### config.mk
export PLATFORM = sky130hd
export DESIGN_NAME = pilot_input_controller
export DESIGN_NICKNAME = d
export VERILOG_FILES = /design/src/rtl/flight_input_pkg.sv /design/src/rtl/button_debouncer.sv /design/src/rtl/pilot_input_controller.sv
export SDC_FILE = /design/constraint.sdc
export NUM_CORES = 1
export LEC_CHECK = 0
export CAP_MARGIN = 20
export CORE_UTILIZATION = 41
export DETAILED_ROUTE_END_ITERATION = 8
export PLACE_DENSITY_LB_ADDON = 0.3
export SLEW_MARGIN = 20
export SYNTH_ARGS = -nofsm -noshare
export SYNTH_HDL_FRONTEND = slang
export SYNTH_SLANG_ARGS = --single-unit
### constraint.sdc
create_clock -name clk_i -period 10.1 [get_ports clk_i]
set_input_delay 3.03 -clock clk_i [delete_from_list [all_inputs] [get_ports clk_i]]
set_output_delay 3.03 -clock clk_i [all_outputs]
set_load 0.03 [all_outputs]
### src/rtl/flight_input_pkg.sv
// Shared constants and types for the pilot input path.
package flight_input_pkg;

    localparam int unsigned THROTTLE_MAX        = 100;
    localparam int unsigned DEFAULT_INPUT_WIDTH = 8;

    // Handshake with plane_state: IDLE -> SNAP -> READY -> HOLD -> IDLE.
    typedef enum logic [1:0] {
        StIdle,
        StSnap,
        StReady,
        StHold
    } hs_state_e;

endpackage

### src/rtl/button_debouncer.sv
// Two-flop synchroniser followed by a hold-time debouncer for one raw button.
module button_debouncer #(
    parameter int unsigned DEBOUNCE_CYCLES = 500000
) (
    input  logic clk_i,
    input  logic reset_i,
    input  logic btn_i,
    output logic level_o
);

    localparam int unsigned CntW = $clog2(DEBOUNCE_CYCLES + 1);

    logic            sync1_q, sync2_q;
    logic            level_q, level_d;
    logic [CntW-1:0] cnt_q, cnt_d;

    // Count while the synchronised level disagrees; flip once it has held long enough.
    always_comb begin
        level_d = level_q;
        cnt_d   = '0;
        if (sync2_q != level_q) begin
            if (cnt_q == CntW'(DEBOUNCE_CYCLES - 1)) begin
                level_d = sync2_q;
            end else begin
                cnt_d = cnt_q + 1'b1;
            end
        end
    end

    // Synchroniser, debounced level and counter state.
    always_ff @(posedge clk_i or posedge reset_i) begin
        if (reset_i) begin
            sync1_q <= 1'b0;
            sync2_q <= 1'b0;
            level_q <= 1'b0;
            cnt_q   <= '0;
        end else begin
            sync1_q <= btn_i;
            sync2_q <= sync1_q;
            level_q <= level_d;
            cnt_q   <= cnt_d;
        end
    end

    assign level_o = level_q;

endmodule

### src/rtl/pilot_input_controller.sv
// Turns six raw buttons into ramped pitch/roll rates and an integrated throttle,
// and hands a registered snapshot to plane_state on request.
module pilot_input_controller
    import flight_input_pkg::*;
#(
    parameter int unsigned INPUT_WIDTH     = DEFAULT_INPUT_WIDTH,
    parameter int unsigned DEBOUNCE_CYCLES = 500000,
    parameter int unsigned TICK_CYCLES     = 2500000,
    parameter int unsigned MAX_RATE        = 30,
    parameter int unsigned RATE_STEP       = 5,
    parameter int unsigned THROTTLE_RESET  = 50
) (
    input  logic                          clk_i,
    input  logic                          reset_i,
    input  logic                          btn_pitch_up_i,
    input  logic                          btn_pitch_down_i,
    input  logic                          btn_roll_left_i,
    input  logic                          btn_roll_right_i,
    input  logic                          btn_throttle_up_i,
    input  logic                          btn_throttle_down_i,
    input  logic                          request_input_i,
    output logic                          input_ready_o,
    output logic signed [INPUT_WIDTH-1:0] pitch_change_o,
    output logic signed [INPUT_WIDTH-1:0] roll_change_o,
    output logic        [INPUT_WIDTH:0]   throttle_o
);

    localparam int unsigned TW    = INPUT_WIDTH + 1;
    localparam int unsigned TickW = $clog2(TICK_CYCLES + 1);

    localparam logic signed [INPUT_WIDTH-1:0] MaxPos = INPUT_WIDTH'(MAX_RATE);
    localparam logic signed [INPUT_WIDTH-1:0] MaxNeg = -MaxPos;
    localparam logic signed [INPUT_WIDTH-1:0] StepN  = INPUT_WIDTH'(RATE_STEP);
    localparam logic signed [INPUT_WIDTH:0]   StepW  = TW'(RATE_STEP);

    // Bit order: pitch up, pitch down, roll right, roll left, throttle up, throttle down.
    logic [5:0] btn_raw, btn_db;
    assign btn_raw = {btn_throttle_down_i, btn_throttle_up_i, btn_roll_left_i,
                      btn_roll_right_i, btn_pitch_down_i, btn_pitch_up_i};

    for (genvar i = 0; i < 6; i++) begin : gen_db
        button_debouncer #(
            .DEBOUNCE_CYCLES(DEBOUNCE_CYCLES)
        ) u_db (
            .clk_i  (clk_i),
            .reset_i(reset_i),
            .btn_i  (btn_raw[i]),
            .level_o(btn_db[i])
        );
    end

    function automatic logic signed [INPUT_WIDTH-1:0] axis_target(input logic pos, input logic neg);
        if (pos && !neg) return MaxPos;
        if (neg && !pos) return MaxNeg;
        return '0;
    endfunction

    // One step toward the target, landing exactly on it when closer than a step.
    function automatic logic signed [INPUT_WIDTH-1:0] ramp(
        input logic signed [INPUT_WIDTH-1:0] cur,
        input logic signed [INPUT_WIDTH-1:0] tgt
    );
        logic signed [INPUT_WIDTH:0] diff;
        diff = {tgt[INPUT_WIDTH-1], tgt} - {cur[INPUT_WIDTH-1], cur};
        if (diff > StepW) return cur + StepN;
        if (diff < -StepW) return cur - StepN;
        return tgt;
    endfunction

    logic [TickW-1:0]              tick_cnt_q, tick_cnt_d;
    logic                          tick;
    logic signed [INPUT_WIDTH-1:0] pitch_q, pitch_d, roll_q, roll_d;
    logic        [TW-1:0]          thr_q, thr_d;

    assign tick = (tick_cnt_q == TickW'(TICK_CYCLES - 1));

    // Tick counter and live rate/throttle next-state.
    always_comb begin
        tick_cnt_d = tick ? '0 : tick_cnt_q + 1'b1;
        pitch_d    = pitch_q;
        roll_d     = roll_q;
        thr_d      = thr_q;
        if (tick) begin
            pitch_d = ramp(pitch_q, axis_target(btn_db[0], btn_db[1]));
            roll_d  = ramp(roll_q, axis_target(btn_db[2], btn_db[3]));
            if (btn_db[4] && !btn_db[5] && thr_q != TW'(THROTTLE_MAX)) begin
                thr_d = thr_q + 1'b1;
            end else if (btn_db[5] && !btn_db[4] && thr_q != '0) begin
                thr_d = thr_q - 1'b1;
            end
        end
    end

    // Live state, updated regardless of handshake state.
    always_ff @(posedge clk_i or posedge reset_i) begin
        if (reset_i) begin
            tick_cnt_q <= '0;
            pitch_q    <= '0;
            roll_q     <= '0;
            thr_q      <= TW'(THROTTLE_RESET);
        end else begin
            tick_cnt_q <= tick_cnt_d;
            pitch_q    <= pitch_d;
            roll_q     <= roll_d;
            thr_q      <= thr_d;
        end
    end

    hs_state_e state_q;

    // Handshake FSM with registered snapshot; ready is high exactly while in READY.
    always_ff @(posedge clk_i or posedge reset_i) begin
        if (reset_i) begin
            state_q        <= StIdle;
            input_ready_o  <= 1'b0;
            pitch_change_o <= '0;
            roll_change_o  <= '0;
            throttle_o     <= TW'(THROTTLE_RESET);
        end else begin
            input_ready_o <= 1'b0;
            unique case (state_q)
                StIdle:  if (request_input_i) state_q <= StSnap;
                StSnap: begin
                    pitch_change_o <= pitch_q;
                    roll_change_o  <= roll_q;
                    throttle_o     <= thr_q;
                    input_ready_o  <= 1'b1;
                    state_q        <= StReady;
                end
                StReady: state_q <= StHold;
                StHold:  if (!request_input_i) state_q <= StIdle;
                default: state_q <= StIdle;
            endcase
        end
    end

endmodule

==> results list, run 1 <==
- NumNets Final: 1227
- Counting tap cells, the placed design contains a total of 1492 instances.
- Kind of end point of the critical path: output pin
* Global-route congestion overflow total: 0
- The worst hold path begins at gen_db[0].u_db.sync1_q.
- Portion of the post-synthesis area used by sequential elements: 46.2%
- Most used flip-flop cell after synthesis: sky130_fd_sc_hd__dfrtp_1
- Global routing used 15.8% of the available tracks across all layers.
- Post-route insts no fill: 1533
- Crit-path leading delay family: buffers and inverters
- Start-to-end type of the worst setup path: reg2out
* Hold Path Class: reg2reg
* Seq. cell area: 0.00519 mm²
- The share of synthesized area in the top cell type comes to 44.8%.
- Dominant combinational cell family by area after synthesis: simple AND/OR/NAND/NOR gates
* Worst setup slack before clock tree synthesis: 4.83 ns
* Worst reg2reg startpoint: gen_db[2].u_db.level_o
- The die covers 0.0280 mm².
- The first global-routing pass estimated 37700 µm of wire.
- Largest net degree at the start of global routing: 134
* Top-count cell post-synth: sky130_fd_sc_hd__dfrtp_1
- Slowest cell on crit path: sky130_fd_sc_hd__clkdlybuf4s50_1
- For flop-to-flop paths, the worst setup slack is 6.31 ns.
- The largest single stage delay on the critical path is 0.66 ns.
- Total of fill cells in the finished design: 2569
* Drt wl/cell: 14.1 µm
* Initial core utilization: 41.8%
- Leakage dissipation: 5.49 nW
* Placeable core region: 0.0269 mm²
- Worst min-delay path endpoint: gen_db[0].u_db.sync2_q
- Counting instances, the worst hold path has a depth of 0.
- Required time at the endpoint of the critical path: 7.07 ns
* Cell area after placement: 0.0118 mm²
- R2R cell count: 12
- The final hold violation count is 0.
- Diode count: 0
- Area growth from synthesis to layout: 13.0%
- Category of the worst setup path launch point: register
* CTS Buf Count: 23
- Detailed-route wire length: 21600 µm
- Post-CTS Hold Fix Bufs: 0
- Once the clock tree was built, the setup fixing pass inserted 0 buffers.
* Simple-gate share of the synthesized area: 20.6%
- For this run, the top clock speed supported by timing is 212 MHz.
- Cells fill 47.2% of the core in the end.
- Of the cells placed in the final design, the portion with a size suffix greater than 1 is 8.81%.
- Antenna Nets Post-Route: 0
- Max rail drop VDD: 115 µV
- TritonCTS built the clock tree.
* Post-CTS clock slew at the launch and capture registers of the worst setup and hold paths: 0.06 ns
- The tool flagged a number of max-cap violations equal to 0.
- Area fraction in compound gates after synthesis: 10.3%
* Crit path max fanout: 2
* Smallest hold slack: 0.351 ns
- After Yosys synthesis, XOR and XNOR cells account for 10.9% of the synthesized area.
- Synthesis inferred 207 register bits.
- Antenna violations before repair: 1
* Largest area contributor in the synthesized netlist: sky130_fd_sc_hd__dfrtp_1
- The flow ran to the end, and the final reports show no timing, DRC or antenna violations.
- The finished cells cover 0.0127 mm².
- Walking the worst path, the cells encountered are clkdlybuf4s50_1.
- The multi-input combinational cells in the finished layout cover a total of 0.00565 mm².
* Longest Clk Path Bufs: 3
* Global placer's final weighted congestion: 0.822
* Clock root buffer master: sky130_fd_sc_hd__clkbuf_16
* Synth Area in Adders: 4.88%
- Avg Inst Size Synth: 9.76 µm²
* Relative slew slack: 38.0%
* Areal power density over the cells: 148 mW/mm²
* Detailed placer's ending HPWL: 14400 µm
- The number of slew-limit violations in the final report was 0.
* Die height: 167 µm
- When the netlist entered floorplanning its net count stood at 1201.
* Slew at the pin closest to its max-slew limit: 0.929 ns
* Iteration-0 DRC count of the detailed router: 428
* Number of buffer and inverter instances along the worst setup path: 1
* Width of the die: 167 µm
- For this run, design rule violations remaining after detail routing come to 0.
- Yosys synthesis warning count: 0
- Sinks on Clock Net: 207
- In the routed layout, each cell is associated on average with a via count of 5.35.
* Accumulated negative setup slack: 0 ns
- Minimum clock period after layout: 4.71 ns
* Ranking of synthesized cells by instance count: sky130_fd_sc_hd__dfrtp_1, sky130_fd_sc_hd__nor2_1, sky130_fd_sc_hd__nand2_1, sky130_fd_sc_hd__xor2_1, sky130_fd_sc_hd__xnor2_1
- Count of flip-flops with a built-in enable after synthesis: 0
* Setup skew after layout: 0.0107 ns
- Total Power Consumption: 1.87 mW
* Critical R2R Capture: roll_q[1]
- Of all flip-flops after synthesis, the portion carrying an async set or reset was 100%.
- Multiplexer area fraction after synthesis: 3.58%
* Vias: 8196
- Setup violations remaining at the end of the flow were counted as 0.
- Setup WS post-layout: 5.39 ns
- Number of detailed-route iterations in the first pass: 4
* Final period util: 46.7%
* Unrepaired setup endpoints after global routing: false
* Top area cells in the synthesized netlist: sky130_fd_sc_hd__dfrtp_1, sky130_fd_sc_hd__xor2_1, sky130_fd_sc_hd__nor2_1, sky130_fd_sc_hd__xnor2_1, sky130_fd_sc_hd__ha_1
- After technology mapping, the gate count stands at 1150.
* Netlist cell types: 76
* Count of input and output buffers: 34
- Vias in the first global route: 7947
- Data arrival time of the critical path: 1.68 ns
* Worst-skew pair later-pin latency: 0.50 ns
- Netlist Area Pre-Place: 0.0112 mm²
- The floorplan has 60 rows.
- For this design the top-level I/O count stands at 35.
- Number of levels the H-tree was split into: 1
- Cells resized by post-CTS repair: 0
==> power by group <==
group / leakage, nW / internal, mW / switching [mW]
clock network: 0.407 / 0.583 / 0.329
registers: 2.81 / 0.844 / 0.0114
logic: 2.27 / 0.0373 / 0.0685
total: 5.49 / 1.46 / 0.409
==> sequential cells by signal, summed over array words and instances (netlist names) <==
name / flops
gen_db.u_db.cnt_q: 114
gen_db.u_db.level_o: 6
gen_db.u_db.sync1_q: 6
gen_db.u_db.sync2_q: 6
input_ready_o: 1
pitch_change_o: 8
pitch_q: 8
roll_change_o: 8
roll_q: 8
state_q: 2
thr_q: 9
throttle_o: 9
tick_cnt_q: 22
==> final cells by class <==
cell class | count | share of cell area, %
Tap cell | 341 | 3.36
Clock inverter | 9 | 1.39
Sequential cell | 207 | 40.9
Inverter | 53 | 1.63
Clock buffer | 32 | 5.20
Timing Repair Buffer | 38 | 2.92
Multi-Input combinational cell | 853 | 44.6
==> cell families after synthesis <==
kind of cell             after synthesis
AO/OA/AOI/OAI                        169
buffers and inverters                 90
flip-flops                           207
AND/OR/NAND/NOR                      467
multiplexers                          36
XOR/XNOR                             139
adder cells (fa/ha/maj)               42
==> worst max path at each step <==
stage	start	to	slack, ns	cells past startpoint
finish	throttle_o[4]	throttle_o[4]	5.39	1
global route	reset_i	input_ready_o	5.14	3
CTS	reset_i	pitch_q[5]	5.36	3
detailed placement	reset_i	gen_db[2].u_db.sync2_q	4.83	3
global placement	reset_i	pitch_q[5]	4.83	3
floorplan	reset_i	gen_db[0].u_db.cnt_q[0]	1.43	1
==> layout by cell type (no fill, tap or decap), types with 22 or more instances in the layout <==
| master | instances |
|---|---|
| sky130_fd_sc_hd__and3_1 | 22 |
| sky130_fd_sc_hd__or3_1 | 25 |
| sky130_fd_sc_hd__nand2_1 | 83 |
| sky130_fd_sc_hd__clkdlybuf4s50_1 | 34 |
| sky130_fd_sc_hd__a21oi_1 | 38 |
| sky130_fd_sc_hd__nor3_1 | 22 |
| sky130_fd_sc_hd__mux2_2 | 33 |
| sky130_fd_sc_hd__xnor2_1 | 65 |
| sky130_fd_sc_hd__xor2_1 | 73 |
| sky130_fd_sc_hd__inv_1 | 52 |
| sky130_fd_sc_hd__nand3_1 | 62 |
| sky130_fd_sc_hd__nor2_1 | 158 |
| sky130_fd_sc_hd__dfrtp_1 | 201 |
| sky130_fd_sc_hd__ha_1 | 39 |
| sky130_fd_sc_hd__o21ai_0 | 45 |
| sky130_fd_sc_hd__clkbuf_16 | 23 |
==> metal layers <==
layer / vias to the layer above / global-route usage (%) / part of all wire [%]
met1: 3970 / 21.9 / 49
li1: 4070 / - / -
met2: 112 / 25.4 / 45
met4: 2 / 4.99 / 2.5
met3: 42 / 2.53 / 3.5
met5: - / 0 / 0.051
No activity file was read; power rests on OpenSTA's default activity.
==> run 2, diff against run 1 <==
==> constraint.sdc (replaced) <==
create_clock -name clk_i -period 4.7 [get_ports clk_i]
set_input_delay 1.41 -clock clk_i [delete_from_list [all_inputs] [get_ports clk_i]]
set_output_delay 1.41 -clock clk_i [all_outputs]
set_load 0.03 [all_outputs]
==> run 2 against run 1 <==
Sequential power up 110%. Total power up 110%. Cell area about the same. Sequential cell count stayed put. Hold slack lost 0.0019 ns. Clock-buffer cell count up 1.
==> results list, run 2 (synthesis gave the netlist of run 1 again) <==
- The run finished with clean final reports.
- Flip-flop count of the largest register, all copies and words added: 114 (unchanged)
- The cell leakage power was 5.48 nW (-0.12%).
* DIE AREA: 0.0280 mm² (unchanged)
- The library cells used most frequently in the layout, excluding fill and tap cells, are sky130_fd_sc_hd__dfrtp_1, sky130_fd_sc_hd__nor2_1, sky130_fd_sc_hd__nand2_1.
- Width of the die: 167 µm (unchanged)
- The DRC violations left was 0 (unchanged).
* Standard-cell rows: 60 (unchanged)
- Derived from the worst setup path, the maximum achievable clock frequency is 275 MHz.
* Final hold viol count: 0 (unchanged)
* Detailed-route wire length: 21100 µm (-2.0%)
- The via count came to 8101 (-1.2%).
- The post-cts sizing count was 0 (unchanged).
- The post-route setup TNS was 0 ns (unchanged).
- Areal power density over the cells: 309 mW/mm² (+110%)
* Placeable core region: 0.0269 mm² (unchanged)
- I/O Pins: 35 (unchanged)
- Max-cap check violation count: 0 (unchanged)
* Final period util: 77.3%
* Top reg by flops: gen_db.u_db.cnt_q
- In this run the worst hold path is classified as reg2reg.
- The number of diodes added for antenna fixing is 0 (unchanged).
- The total of hold buffers inserted after clock tree synthesis is 0 (unchanged).
- Most frequent standard cell in the layout excluding fill and tap cells: sky130_fd_sc_hd__dfrtp_1
* Total of fill cells in the finished design: 2518 (-2.0%)
- The number of buffers between clock root and the deepest sink is 3 (unchanged).
- The total setup violations reported at the end of the flow is 0 (unchanged).
- Unrepaired setup endpoints after global routing: false
* Sinks on Clock Net: 207 (unchanged)
- The final net count was 1230 (+0.24%).
* Global-route congestion overflow total: 0 (unchanged)
* Die height: 167 µm (unchanged)
- Required time at the endpoint of the critical path: 5.16 ns (-1.91 ns)
- Detailed placer's ending HPWL: 14100 µm (-1.6%)
- First-pass GRT wire length: 37400 µm (-0.77%)
- Slew at the pin closest to its max-slew limit: 0.794 ns (-0.135 ns)
- The arrival time of the worst setup path is 4.09 ns (+2.41 ns).
- The total CTS buffers is 25 (+8.7%).
- The initial antenna violation count was 0 (-1).
- Global placer's final weighted congestion: 0.814 (-1.0%)
* Antenna Nets Post-Route: 0 (unchanged)
- The critical path is of the reg2reg type.
- The area overhead of the layout relative to synthesis is 12.9% (about the same).
- Number of post-CTS setup repair buffers: 0 (unchanged)
- The worst hold-check slack came to 0.349 ns (-0.00185 ns).
* Crit path max fanout: 11 (+9)
- Category of the worst setup path launch point: register
* CTS tree: yes
- The largest net degree at the start of global routing came to 126 (-6.0%).
* Ratio of cells with drive above 1 in the final layout: 9.18% (+0.37 points)
* Relative slew slack: 47.1% (+9.0 points)
- The worst setup path is captured at a register.
- The number of H-tree levels is 1 (unchanged).
- For the finished layout, the period the worst path requires is 3.63 ns.
- The number of slew-limit violations in the final report was 0 (unchanged).
* Drt wl/cell: 13.7 µm (-2.4%)
- Vias in the first global route: 8021 (+0.93%)
- The clock transition at the registers of the reported paths is 0.06 ns (about the same).
* Avg Vias per Cell: 5.26 (-1.5%)
- Gr usage total: 15.6% (-0.16 points)
- The largest registers in the layout are gen_db.u_db.cnt_q: 114 flops, tick_cnt_q: 22 flops.
- The starting density of the core was 41.8% (unchanged).
- Max rail drop VDD: 228 µV (+98%)
- Setup skew after layout: 0.0181 ns (+0.00736 ns)
- The clock latency at the later pin of the worst-skew pair is 0.52 ns (+0.02 ns).
* Number of detailed-route iterations in the first pass: 4 (unchanged)
* Iteration-0 DRC count of the detailed router: 420 (-1.9%)
* Clock root buffer master: sky130_fd_sc_hd__clkbuf_16
- Count of input and output buffers: 34 (unchanged)
==> run 2: final timing paths <==
| kind | depth (start not counted) | end | slack (ns) | start |
|---|---|---|---|---|
| worst max-delay path | 12 | roll_q[1] | 1.07 | gen_db[2].u_db.level_o |
| worst min-delay path | 0 | gen_db[2].u_db.sync2_q | 0.35 | gen_db[2].u_db.sync1_q |
| worst max register to register | 12 | roll_q[1] | 1.07 | gen_db[2].u_db.level_o |
| worst min register to register | 0 | gen_db[2].u_db.sync2_q | 0.35 | gen_db[2].u_db.sync1_q |
| max in group asynchronous | 3 | gen_db[0].u_db.cnt_q[6] | 2.72 | reset_i |
| min in group asynchronous | 3 | gen_db[2].u_db.sync1_q | 1.38 | reset_i |
==> run 2: per-layer routing <==
metal / up-vias / global-route usage [%] / routed length, µm
li1: 4079 / - / -
met1: 3922 / 21.6 / 10500
met2: 85 / 26.0 / 9760
met3: 15 / 2.48 / 650
met4: 0 / 3.03 / 254
met5: - / 0 / 0
==> run 2: critical path: stages (launching register included) <==
cell                        delay (ns)
sky130_fd_sc_hd__dfrtp_1          0.40
sky130_fd_sc_hd__inv_1            0.08
sky130_fd_sc_hd__ha_1             0.35
sky130_fd_sc_hd__inv_1            0.09
sky130_fd_sc_hd__fa_1             0.46
sky130_fd_sc_hd__xor2_1           0.21
sky130_fd_sc_hd__xor2_1           0.20
sky130_fd_sc_hd__or3_1            0.33
sky130_fd_sc_hd__a311oi_1         0.26
sky130_fd_sc_hd__and4_1           0.30
sky130_fd_sc_hd__a21oi_1          0.26
sky130_fd_sc_hd__a2111oi_0        0.47
sky130_fd_sc_hd__a311o_1          0.17
==> run 2: power by group <==
group,internal (mW),leakage [nW],switching (mW)
clock,1.09,0.391,0.758
combinational,0.0834,2.28,0.147
sequential,1.81,2.81,0.0236
==> run 2: layout make-up <==
type	instances	area, µm²	area share (%)
Clock buffer	33	686	5.41
Clock inverter	13	114	0.898
Inverter	53	203	1.60
Multi-Input combinational cell	853	5650	44.6
Sequential cell	207	5190	40.9
Tap cell	341	427	3.37
Timing Repair Buffer	39	403	3.18
==> run 2: through the flow <==
stage	util, %	setup slack [ns]	area, µm²	total power, mW	instances
finish	47.2	1.07	12700	3.92	1539
global route	47.2	0.668	12700	4.08	1539
CTS	47.2	1.07	12700	3.98	1539
detailed placement	44.2	1.09	11900	2.11	1493
global placement	44.2	1.16	11900	2.10	1493
floorplan	-	0.609	11200	2.04	1150
